<file path="src/rtl/fifo_serial_tx.sv">
// fifo_serial_tx
//   Read-side consumer for the synchronous FIFO. It waits for a non-empty
//   FIFO and pops one word with a single-cycle read strobe. It then
//   serialises the word onto a UART-style line: start bit, data LSB first,
//   optional even parity, then one or two stop bits.
//
// Ports
//   clk          system clock, all logic on the rising edge
//   rst          synchronous reset, active-high
//   tx_enable    permission to start new frames (sampled in IDLE / end of STOP)
//   fifo_empty   FIFO empty flag
//   fifo_rd_data FIFO read data, valid one cycle after fifo_rd_ena
//   fifo_rd_ena  FIFO read strobe, one-cycle registered pulse
//   tx           serial line, idle high, registered
//   busy         high whenever the controller is not in IDLE
//   frame_done   one-cycle pulse on the last cycle of the final stop bit
module fifo_serial_tx #(
  parameter int FIFO_WIDTH   = 4,
  parameter int CLKS_PER_BIT = 16,
  parameter int PARITY_EN    = 0,
  parameter int STOP_BITS    = 1
) (
  input  logic                  clk,
  input  logic                  rst,
  input  logic                  tx_enable,
  input  logic                  fifo_empty,
  input  logic [FIFO_WIDTH-1:0] fifo_rd_data,
  output logic                  fifo_rd_ena,
  output logic                  tx,
  output logic                  busy,
  output logic                  frame_done
);

  localparam int DIV_W = (CLKS_PER_BIT > 1) ? $clog2(CLKS_PER_BIT) : 1;
  localparam int BIT_W = $clog2(FIFO_WIDTH + 1);

  localparam logic [DIV_W-1:0] DIV_LAST   = DIV_W'(CLKS_PER_BIT - 1);
  localparam logic [DIV_W-1:0] DIV_PENULT = DIV_W'(CLKS_PER_BIT - 2);
  localparam logic [BIT_W-1:0] DATA_LAST  = BIT_W'(FIFO_WIDTH - 1);
  localparam logic [BIT_W-1:0] STOP_LAST  = BIT_W'(STOP_BITS - 1);

  typedef enum logic [2:0] {
    S_IDLE,
    S_POP,
    S_LOAD,
    S_START,
    S_DATA,
    S_PARITY,
    S_STOP
  } state_t;

  state_t                  state;
  logic [DIV_W-1:0]        div;
  logic [BIT_W-1:0]        bit_cnt;
  logic [FIFO_WIDTH-1:0]   shift;
  logic                    parity;

  logic                    start_ok;
  logic                    div_wrap;
  logic [FIFO_WIDTH-1:0]   shift_nxt;

  assign start_ok  = tx_enable && !fifo_empty;
  assign div_wrap  = (div == DIV_LAST);
  assign shift_nxt = shift >> 1;

  // Outputs are registered: each transition also loads the line value,
  // strobe and flags that belong to the state being entered.
  always_ff @(posedge clk) begin
    if (rst) begin
      state       <= S_IDLE;
      tx          <= 1'b1;
      fifo_rd_ena <= 1'b0;
      busy        <= 1'b0;
      frame_done  <= 1'b0;
      div         <= '0;
      bit_cnt     <= '0;
      shift       <= '0;
      parity      <= 1'b0;
    end else begin
      fifo_rd_ena <= 1'b0;
      frame_done  <= 1'b0;
      case (state)
        S_IDLE: begin
          tx <= 1'b1;
          if (start_ok) begin
            state       <= S_POP;
            fifo_rd_ena <= 1'b1;
            busy        <= 1'b1;
          end
        end
        S_POP: begin
          state <= S_LOAD;
        end
        S_LOAD: begin
          // Read data arrives one cycle after the strobe, i.e. now.
          shift  <= fifo_rd_data;
          parity <= ^fifo_rd_data;
          div    <= '0;
          tx     <= 1'b0;
          state  <= S_START;
        end
        S_START: begin
          if (div_wrap) begin
            div     <= '0;
            bit_cnt <= '0;
            tx      <= shift[0];
            state   <= S_DATA;
          end else begin
            div <= div + 1'b1;
          end
        end
        S_DATA: begin
          if (div_wrap) begin
            div <= '0;
            if (bit_cnt == DATA_LAST) begin
              bit_cnt <= '0;
              if (PARITY_EN != 0) begin
                tx    <= parity;
                state <= S_PARITY;
              end else begin
                tx    <= 1'b1;
                state <= S_STOP;
              end
            end else begin
              bit_cnt <= bit_cnt + 1'b1;
              shift   <= shift_nxt;
              tx      <= shift_nxt[0];
            end
          end else begin
            div <= div + 1'b1;
          end
        end
        S_PARITY: begin
          if (div_wrap) begin
            div     <= '0;
            bit_cnt <= '0;
            tx      <= 1'b1;
            state   <= S_STOP;
          end else begin
            div <= div + 1'b1;
          end
        end
        S_STOP: begin
          // bit_cnt is reused here to count stop bits.
          if (div_wrap) begin
            div <= '0;
            if (bit_cnt == STOP_LAST) begin
              bit_cnt <= '0;
              if (start_ok) begin
                state       <= S_POP;
                fifo_rd_ena <= 1'b1;
              end else begin
                state <= S_IDLE;
                busy  <= 1'b0;
              end
            end else begin
              bit_cnt <= bit_cnt + 1'b1;
            end
          end else begin
            div <= div + 1'b1;
            // Raise the pulse one cycle early so it lands on the final cycle.
            if (div == DIV_PENULT && bit_cnt == STOP_LAST) begin
              frame_done <= 1'b1;
            end
          end
        end
        default: begin
          state <= S_IDLE;
          tx    <= 1'b1;
          busy  <= 1'b0;
        end
      endcase
    end
  end

endmodule

</file>
<file path="config.mk">
export PLATFORM = sky130hd
export DESIGN_NAME = fifo_serial_tx
export DESIGN_NICKNAME = d
export VERILOG_FILES = /design/src/rtl/fifo_serial_tx.sv
export SDC_FILE = /design/constraint.sdc
export NUM_CORES = 1
export LEC_CHECK = 0
export BUFFER_PORTS_ARGS = -buffer_cell sky130_fd_sc_hd__buf_2
export CAP_MARGIN = 25
export CORE_MARGIN = 1
export CORE_UTILIZATION = 40
export DETAILED_ROUTE_END_ITERATION = 7
export GPL_TIMING_DRIVEN = 1
export PLACE_DENSITY = 0.55
export SKIP_LAST_GASP = 1
export SLEW_MARGIN = 30
export SYNTH_ARGS = -nofsm -noshare
export SYNTH_HDL_FRONTEND = slang
export SYNTH_SLANG_ARGS = --single-unit
</file>
<file path="constraint.sdc">
create_clock -name clk -period 3.1 [get_ports clk]
set_input_delay 0.31 -clock clk [delete_from_list [all_inputs] [get_ports clk]]
set_output_delay 0.31 -clock clk [all_outputs]
set_load 0.03 [all_outputs]
</file>
==> results of run 1 <==
==> kinds of logic after synthesis <==
family | Yosys count | share of synthesized area
AO/OA/AOI/OAI | 53 | 0.321
AND/OR/NAND/NOR | 43 | 0.199
buffers and inverters | 20 | 0.0766
flip-flops | 18 | 0.306
adder cells (fa/ha/maj) | 6 | 0.0638
multiplexers | 3 | 0.0255
XOR/XNOR | 1 | 0.00745
==> cell type report <==
class	count	area share
Clock buffer	4	0.0291
Tap cell	31	0.0311
Inverter	8	0.0241
Timing Repair Buffer	11	0.0442
Multi-Input combinational cell	106	0.582
Sequential cell	18	0.289
==> report_power, final <==
part           internal, mW  switching, mW
registers             0.259         0.0515
logic                0.0670         0.0998
clock network        0.0717         0.0819
==> cells in the final DEF (no fill, tap or decap), drive strengths merged, types with 5 or more instances in the layout <==
cell,synthesis,final
dfxtp,18,18
a21oi,16,16
buf,9,11
nor2,8,8
nand3,8,8
inv,7,7
o21ai,7,7
nand2,6,6
ha,6,6
nand2b,5,5
a211oi,5,5
==> final timing paths <==
check | endpoint | startpoint | slack (ps) | cells after the start
worst max-delay path | shift[2] | state[2] | 970 | 4
worst min register to register | busy | busy | 500 | 2
worst max register to register | shift[2] | state[2] | 970 | 4
worst min-delay path | shift[3] | fifo_rd_data[3] | 270 | 3
==> metal layers <==
metal / wire, um / GRT usage
met5: 0 / 0
met3: 134 / 0.0605
met4: 12 / 0.0488
met1: 1290 / 0.243
met2: 1200 / 0.274
==> registers in the layout, summed over array words and instances, names as in the netlist <==
| name | count |
|---|---|
| shift | 4 |
| state | 3 |
| bit_cnt | 3 |
| div | 4 |
| frame_done | 1 |
| tx | 1 |
| busy | 1 |
| fifo_rd_ena | 1 |
==> through the flow <==
| step | area, um^2 | hold slack, ps | setup WS (ps) | total power [mW] |
|---|---|---|---|---|
| final | 1250 | 267 | 966 | 0.631 |
| after global routing | 1250 | 269 | 761 | 0.664 |
| after CTS | 1250 | 265 | 988 | 0.630 |
| after detailed placement | 1210 | 497 | 1010 | 0.480 |
| after global placement | 1210 | 483 | 1120 | 0.478 |
| after floorplan | 1180 | 388 | 1520 | 0.444 |
==> critical path: stages, from the launching register on <==
cell and delay, ps:
dfxtp_1 860, nand2b_1 400, o31ai_4 400, a21oi_1 120, a311oi_1 260
==> summary.md, run 1 <==
| Metric | Value |
|---|---|
| Status | finished clean |
| Placed Cells incl. Taps | 174 |
| CTS tree | built |
| DP HPWL | approximately 1.9 mm |
| Core Box Area | 2780 um^2 |
| Number of diodes | 0 |
| Overflow after GRT | 0 |
| Total CTS buffers | 3 |
| Hold Path Class | in2reg |
| Clk Latency, worst-skew pair | 310 ps |
| Post-route DRC | 0 |
| Fin cells | 178 |
| Min cycle time layout | 2130 ps |
| Crit end category | flip-flop |
| Fin crit share | 0.689 |
| Vias in the first global route | 961 |
| Die area | around 3200 um^2 |
| Post-CTS sizing | 0 |
| Area occupied by multi-input gates | 726 um^2 |
| Initial Util | 0.423 |
| Number of port buffers | 11 |
| Critical path required time | between 3000 and 4000 ps |
| RSZ-0062 raised after global routing | no |
| Max-slew violations | 0 |
| I/O pin cnt | 12 |
| Worst-path clk slew | 110 ps |
| WL per Instance | 14.8 um |
| Drt total wl | around 2.6 mm |
| Most frequent cell after synthesis | dfxtp_1 |
| EDFF count, synth | 0 |
| Layout cells sized above 1 | 0.156 |
| Area contributors post-synth | dfxtp_1 (31%), a21oi_1 (6.8%), ha_1 (6.4%) |
| Die height | 56.2 um |
| Worst Path Arrival | 2350 ps |
| Max Buffers Root-to-Sink | 2 |
| Crit Path Max Fanout | 26 |
| Max VDD drop | about 0.33 mV |
| Dominant synthesized flop cell | dfxtp_1 |
| CTS H-tree lvls | 1 |
| P_leak | roughly 0.48 nW |
| Hold_buf cts | 0 |
| Max Clk Rate | 0.469 GHz |
| Library cells used by synthesis | 42 |
| Final setup viols | 0 |
| Max-slew headroom | 0.469 |
| Area Growth Syn to Fin | 5.96% |
| Setup_tns | 0 ps |
| Fillers | 292 |
| Row count | 19 |
| Util after Layout | 0.448 |
| Setup Skew | roughly 5 ps |
| Fraction of registers with async set/reset | 0 |
| Mapped Cells | between 100 and 150 |
| Setup CP Type | reg2reg |
| Post-CTS Setup Bufs | 0 |
| Commonest cells in the netlist | dfxtp_1 (18), a21oi_1 (16), buf_2 (8), nor2_1 (8) |
| Remaining antenna violation count | 0 |
| Worst setup SP type | flip-flop |
| Via density per instance | ~6.0 |
| Synth warn | 0 |
| Leading area contributor after synthesis | dfxtp_1 |
| Pwr/cell area | between 500 and 600 nW/um^2 |
| Clk sinks | 18 |
| Post-Syn Area | 1180 um^2 |
| Max-cap violations | 0 |
| DRT iter0 DRCs | 25 |
| Largest net degree at the start of global routing | 27 |
| Least-Margin Pin Slew | around 800 ps |
| Antenna violations before repair | 0 |
| Layout net count | between 150 and 200 |
| GRT Resource Usage Total | 0.180 |
| Hold Violations, Final | 0 |
| DRT Pass-1 Iters | 4 |
| Reg area | 360 um^2 |
| Die width | between 50 and 60 um |
| Share of the yosys chip area belonging to registers | 0.306 |
| Gpl congestion | ~0.75 |
| Syn Area/Cell | slightly above 8 um^2 |
| Seq cells post-synth | 18 |
| Syn nets | roughly 160 |
| Yosys top cell area share | 0.306 |
| First-pass GRT wire length | between 4 and 5 mm |
| DR vias | ~1100 |
| Clock Tree Root | clkbuf_4 |
Note: power is estimated with default switching activity, not from simulation.
==> run 2: changes to the inputs <==
--- a/config.mk
+++ b/config.mk
@@ -5,13 +5,14 @@
 export SDC_FILE = /design/constraint.sdc
 export NUM_CORES = 1
 export LEC_CHECK = 0
+export ABC_AREA = 1
 export BUFFER_PORTS_ARGS = -buffer_cell sky130_fd_sc_hd__buf_2
 export CAP_MARGIN = 25
 export CORE_MARGIN = 1
 export CORE_UTILIZATION = 40
 export DETAILED_ROUTE_END_ITERATION = 7
 export GPL_TIMING_DRIVEN = 1
-export PLACE_DENSITY = 0.55
+export PLACE_DENSITY = 0.57
 export SKIP_LAST_GASP = 1
 export SLEW_MARGIN = 30
 export SYNTH_ARGS = -nofsm -noshare
==> constraint.sdc (replaced) <==
create_clock -name clk -period 1.7 [get_ports clk]
set_input_delay 0.17 -clock clk [delete_from_list [all_inputs] [get_ports clk]]
set_output_delay 0.17 -clock clk [all_outputs]
set_load 0.03 [all_outputs]
==> summary.md, run 2 <==
| Metric | Value |
|---|---|
| WP buf/inv | 1 |
| Drt total wl | between 2 and 2.5 mm |
| Dominant synthesized flop cell | dfxtp_1 |
| Die height | about 55 um |
| Layout cells sized above 1 | 0.184 |
| Clk sinks | 18 |
| Worst Path Arrival | 1740 ps |
| Worst-path clk slew | 120 ps |
| Max-cap violations | 0 |
| Die width | between 50 and 60 um |
| Area occupied by multi-input gates | roughly 650 um^2 |
| DRT iter0 DRCs | 32 |
| Initial Util | 0.438 |
| Hold Path Class | in2reg |
| Setup CP Type | reg2reg |
| GRT Resource Usage Total | 0.188 |
| Fin cells | ~200 |
| WL per Instance | between 10 and 15 um |
| Syn nets | ~180 |
| Number of port buffers | 11 |
| Comb power frac | 0.499 |
| Util after Layout | 0.478 |
| DR vias | about 1100 |
| Max Buffers Root-to-Sink | 2 |
| Fillers | between 200 and 300 |
| First-pass GRT wire length | around 4.0 mm |
| Reg power frac | 0.354 |
| Fraction of registers with async set/reset | 0 |
| Setup_tns | 0 ps |
| Delay-heaviest family, CP | adder cells |
| DP HPWL | between 1.5 and 2 mm |
| Status | finished clean |
| Overflow after GRT | 0 |
| Least-Margin Pin Slew | about 530 ps |
| Clock Tree Root | clkbuf_4 |
| Setup Skew | between 5 and 6 ps |
| Number of diodes | 0 |
| Post-route DRC | 0 |
| Reg2reg setup slack | 160 ps |
| Crit-path cells | ha_1 > ha_1 > inv_1 > nand3_2 > nand2_1 > nand2_2 > o21ai_0 > a21oi_1 |
| Area Growth Syn to Fin | 9.20% |
| Min cycle time layout | about 1500 ps |
| Commonest non-fill, non-tap cell in the layout | nand2_1 |
| Share of the yosys chip area belonging to registers | 0.323 |
| Max-slew headroom | 0.646 |
| Pwr/cell area | between 1500 and 2000 nW/um^2 |
| Slowest stage delay, CP | approximately 350 ps |
| Commonest cells after routing, fill and taps aside | nand2_1 (39), nand3_1 (18), dfxtp_1 (18), inv_1 (17), a21oi_1 (17) |
| Remaining antenna violation count | 0 |
| Max VDD drop | 0.721 mV |
| Seq cells post-synth | 18 |
| Reg area | 360 um^2 |
| P_leak | between 0.5 and 0.6 nW |
| Hold Violations, Final | 0 |
| Switching share of power | 0.482 |
| CTS tree | built |
| Crit Path Max Fanout | 6 |
| Vias in the first global route | roughly 950 |
| Synth warn | 0 |
| Gpl congestion | approximately 0.84 |
| Max-slew violations | 0 |
| Hold_buf cts | 0 |
| Yosys top cell area share | 0.323 |
| Leading registers by flop count | div: 4 flops, shift: 4 flops |
| Final setup viols | 0 |
| Internal | about 1 mW |
| Total CTS buffers | 3 |
| Worst setup SP type | flip-flop |
| Core Box Area | approximately 2500 um^2 |
| Commonest cells in the netlist | nand2_1 (39), dfxtp_1 (18), nand3_1 (18) |
| Syn Area/Cell | slightly below 7 um^2 |
| Crit end category | flip-flop |
| Setup WS post-layout | between 150 and 200 ps |
| Tot Pwr | between 1.5 and 2 mW |
| Area contributors post-synth | dfxtp_1 (32%), nand2_1 (13%), nand3_1 (8.1%) |
| Largest net degree at the start of global routing | 12 |
| CTS H-tree lvls | 1 |
| Post-Syn Area | 1110 um^2 |
| Post-CTS Setup Bufs | 0 |
| Post-Place Cell Area | 1180 um^2 |
| Clk Latency, worst-skew pair | approximately 300 ps |
| CP most frequent cell | ha_1 |
| Via density per instance | roughly 5.2 |
| Row count | 18 |
| RSZ-0062 raised after global routing | no |
| Fin crit share | 0.908 |
| Hold WS | between 100 and 150 ps |
| Max Clk Rate | 0.648 GHz |
| Placed Cells incl. Taps | 200 |
| Fin area | about 1200 um^2 |
| Leading area contributor after synthesis | dfxtp_1 |
| DP Worst Slack | between 150 and 200 ps |
| DRT Pass-1 Iters | 4 |
| Post-CTS sizing | 0 |
| Layout net count | roughly 190 |
| Mapped Cells | approximately 160 |
| EDFF count, synth | 0 |
| Library cells used by synthesis | 25 |
| Most frequent cell after synthesis | nand2_1 |
| Die area | ~3000 um^2 |
| NetSw | 0.919 mW |
| Critical path required time | ~1900 ps |
| Antenna violations before repair | 0 |
| Critical-path top delay cell | dfxtp_1 |
| I/O pin cnt | 12 |
| Clock share of power | 0.147 |
[run 2: worst paths after layout]
kind	from	to	cells after the start
min reg2reg	shift[2]	shift[2]	2
min	fifo_rd_data[3]	shift[3]	3
max	bit_cnt[0]	shift[1]	8
max reg2reg	bit_cnt[0]	shift[1]	8
[run 2: routing by layer]
layer,share of wire,global-route usage,up-vias
met5,0,0,-
met2,0.47,0.333,22
met1,0.49,0.236,472
li1,-,-,558
met4,0.0057,0.0470,0
met3,0.035,0.0250,2
[run 2: power by group through the flow]
| stage | Combinational, mW | Clock (mW) | Sequential [mW] |
|---|---|---|---|
| 6_report | 0.951 | 0.281 | 0.675 |
| 3_5_place_dp | 0.950 | 0 | 0.683 |
| 4_1_cts | 0.956 | 0.286 | 0.673 |
| 3_3_place_gp | 0.949 | 0 | 0.681 |
| 2_1_floorplan | 0.829 | 0 | 0.640 |
| 5_1_grt | 1.10 | 0.301 | 0.693 |
[run 2: logic make-up after synthesis]
logic type,after synthesis,synth area share
buffers and inverters,23,0.0909
XOR/XNOR,1,0.00786
adder cells (fa/ha/maj),6,0.0673
AND/OR/NAND/NOR,83,0.364
flip-flops,18,0.323
AO/OA/AOI/OAI,31,0.147
[run 2: area by class of cell]
class                      count  area share
multi-input combinational    121       0.536
sequential                    18       0.296
inverter                      20      0.0617
timing repair buffer          11      0.0452
tap                           30      0.0308
clock buffer                   4      0.0298
[run 2: worst reg2reg max path: cells and delay by family, from the launching register on]
kind,cells,cell delay [ps]
and+or+nand+nor,3,360
adders and majority gates,2,410
DFF,1,350
AOI/OAI and AO/OA,2,230
buffers and inverters,1,100
==> run 3: changes to the inputs <==
--- a/config.mk
+++ b/config.mk
@@ -6,13 +6,16 @@
 export NUM_CORES = 1
 export LEC_CHECK = 0
 export ABC_AREA = 1
+export ABC_CLOCK_PERIOD_IN_PS = 1700
 export BUFFER_PORTS_ARGS = -buffer_cell sky130_fd_sc_hd__buf_2
 export CAP_MARGIN = 25
 export CORE_MARGIN = 1
 export CORE_UTILIZATION = 40
 export DETAILED_ROUTE_END_ITERATION = 7
 export GPL_TIMING_DRIVEN = 1
+export MAX_ROUTING_LAYER = met4
 export PLACE_DENSITY = 0.57
+export REMOVE_ABC_BUFFERS = 1
 export SKIP_LAST_GASP = 1
 export SLEW_MARGIN = 30
 export SYNTH_ARGS = -nofsm -noshare
==> summary.md, run 3 (synthesis results as in run 2) <==
| Metric | Value |
|---|---|
| Status | finished clean |
| Setup CP Type | reg2reg |
| Setup Skew | 10.3 ps |
| Comb power frac | 0.513 |
| Final setup viols | 0 |
| Max Buffers Root-to-Sink | 2 |
| Hold Path Class | in2reg |
| CTS H-tree lvls | 1 |
| Post-CTS Setup Bufs | 0 |
| I/O pin cnt | 12 |
| Die width | 54.8 um |
| Reg area | about 360 um^2 |
| Least-Margin Pin Slew | about 530 ps |
| Commonest cells after routing, fill and taps aside | nand2_1 (39), nand3_1 (18), dfxtp_1 (18), inv_1 (17), a21oi_1 (17) |
| Worst setup SP type | flip-flop |
| Area Growth Syn to Fin | 7.97% |
| Worst-path clk slew | about 110 ps |
| Row count | 18 |
| NetSw | about 0.89 mW |
| Antenna violations before repair | 0 |
| Remaining antenna violation count | 0 |
| Slowest stage delay, CP | 670 ps |
| Post-route DRC | 0 |
| DP HPWL | 1.80 mm |
| Post-Place Cell Area | between 1000 and 1500 um^2 |
| Clock share of power | 0.118 |
| Hold Violations, Final | 0 |
| Layout net count | 189 |
| Core Box Area | approximately 2500 um^2 |
| GRT Resource Usage Total | 0.193 |
| Critical-path top delay cell | dfxtp_1 |
| Worst Path Arrival | roughly 1700 ps |
| Vias in the first global route | ~970 |
| First-pass GRT wire length | just over 4 mm |
| WL per Instance | 11.4 um |
| DRT Pass-1 Iters | 4 |
| P_leak | around 0.57 nW |
| Number of diodes | 0 |
| Clock Tree Root | clkbuf_4 |
| Fillers | approximately 270 |
| Hold WS | around 130 ps |
| Critical path required time | about 1900 ps |
| DRT iter0 DRCs | 21 |
| Leading registers by flop count | div: 4 flops, shift: 4 flops |
| Max-slew violations | 0 |
| Fin crit share | 0.889 |
| Switching share of power | 0.486 |
| Crit end category | flip-flop |
| Via density per instance | approximately 5.2 |
| Layout cells sized above 1 | 0.179 |
| Hold_buf cts | 0 |
| DR vias | roughly 1000 |
| Min cycle time layout | ~1500 ps |
| Drt total wl | ~2.3 mm |
| Max VDD drop | between 0.7 and 0.8 mV |
| CP most frequent cell | nor2_2 |
| Max Clk Rate | about 0.66 GHz |
| Total CTS buffers | 3 |
| Internal | approximately 0.94 mW |
| Pwr/cell area | about 1500 nW/um^2 |
| Post-CTS sizing | 0 |
| Number of port buffers | 11 |
| Area occupied by multi-input gates | about 650 um^2 |
| Clk sinks | 18 |
| Reg power frac | 0.369 |
| Die height | ~55 um |
| Commonest non-fill, non-tap cell in the layout | nand2_1 |
| Max-cap violations | 0 |
| CTS tree | built |
| Largest net degree at the start of global routing | 12 |
| Max-slew headroom | 0.649 |
| Gpl congestion | 0.900 |
| Fin area | 1200 um^2 |
| Overflow after GRT | 0 |
| Die area | about 3000 um^2 |
| RSZ-0062 raised after global routing | no |
| Crit-path cells | nor2_2 > nand3_2 > nand2_2 > nor2_2 > nand3_1 > nand2_1 > nor2_1 |
| Crit Path Max Fanout | 11 |
| Clk Latency, worst-skew pair | about 300 ps |
| Initial Util | 0.438 |
| Setup_tns | 0 ps |
-- run 3: cell count changes in the layout (fill, tap and decap cells not counted), sizes merged --
cell    delta
clkbuf     -1
-- run 3: metal layers --
metal | GRT usage | wire length [um] | share of wire
met2 | 0.325 | 1100 | 0.48
met4 | 0.0684 | 28 | 0.012
met5 | - | 0 | 0
met3 | 0.0250 | 48 | 0.021
met1 | 0.233 | 1130 | 0.49
-- run 3: final cells by class --
class / count / area share
Multi-Input combinational cell: 121 / 0.543
Tap cell: 30 / 0.0312
Inverter: 20 / 0.0624
Clock buffer: 3 / 0.0187
Sequential cell: 18 / 0.299
Timing Repair Buffer: 11 / 0.0457
-- run 3: power by group through the flow --
stage	logic (mW)	registers (mW)	clock network, mW
after floorplan	0.723	0.693	0
after detailed placement	0.937	0.684	0
after global placement	0.943	0.684	0
after CTS	0.943	0.674	0.220
final	0.938	0.676	0.216
after global routing	1.10	0.694	0.236
-- run 3: final timing paths --
path	startpoint	endpoint	slack (ps)	cells past startpoint
max	state[0]	state[2]	190	7
min	fifo_rd_data[3]	shift[3]	130	3
max reg2reg	state[0]	state[2]	190	7
min reg2reg	shift[2]	shift[2]	460	2
-- run 3: stage by stage --
| stage | utilization | instances | power, mW | setup WS [ps] |
|---|---|---|---|---|
| after global routing | 0.473 | 203 | 2.03 | 14.3 |
| after floorplan | - | 159 | 1.42 | 354 |
| after CTS | 0.473 | 203 | 1.84 | 177 |
| final | 0.473 | 203 | 1.83 | 189 |
| after global placement | 0.464 | 200 | 1.63 | 210 |
| after detailed placement | 0.464 | 200 | 1.62 | 195 |
-- run 3: critical path, delay by kind of cell (launching register included) --
kind / cells / cell delay [ps]
AND/OR/NAND/NOR: 7 / 740
flip-flops: 1 / 670
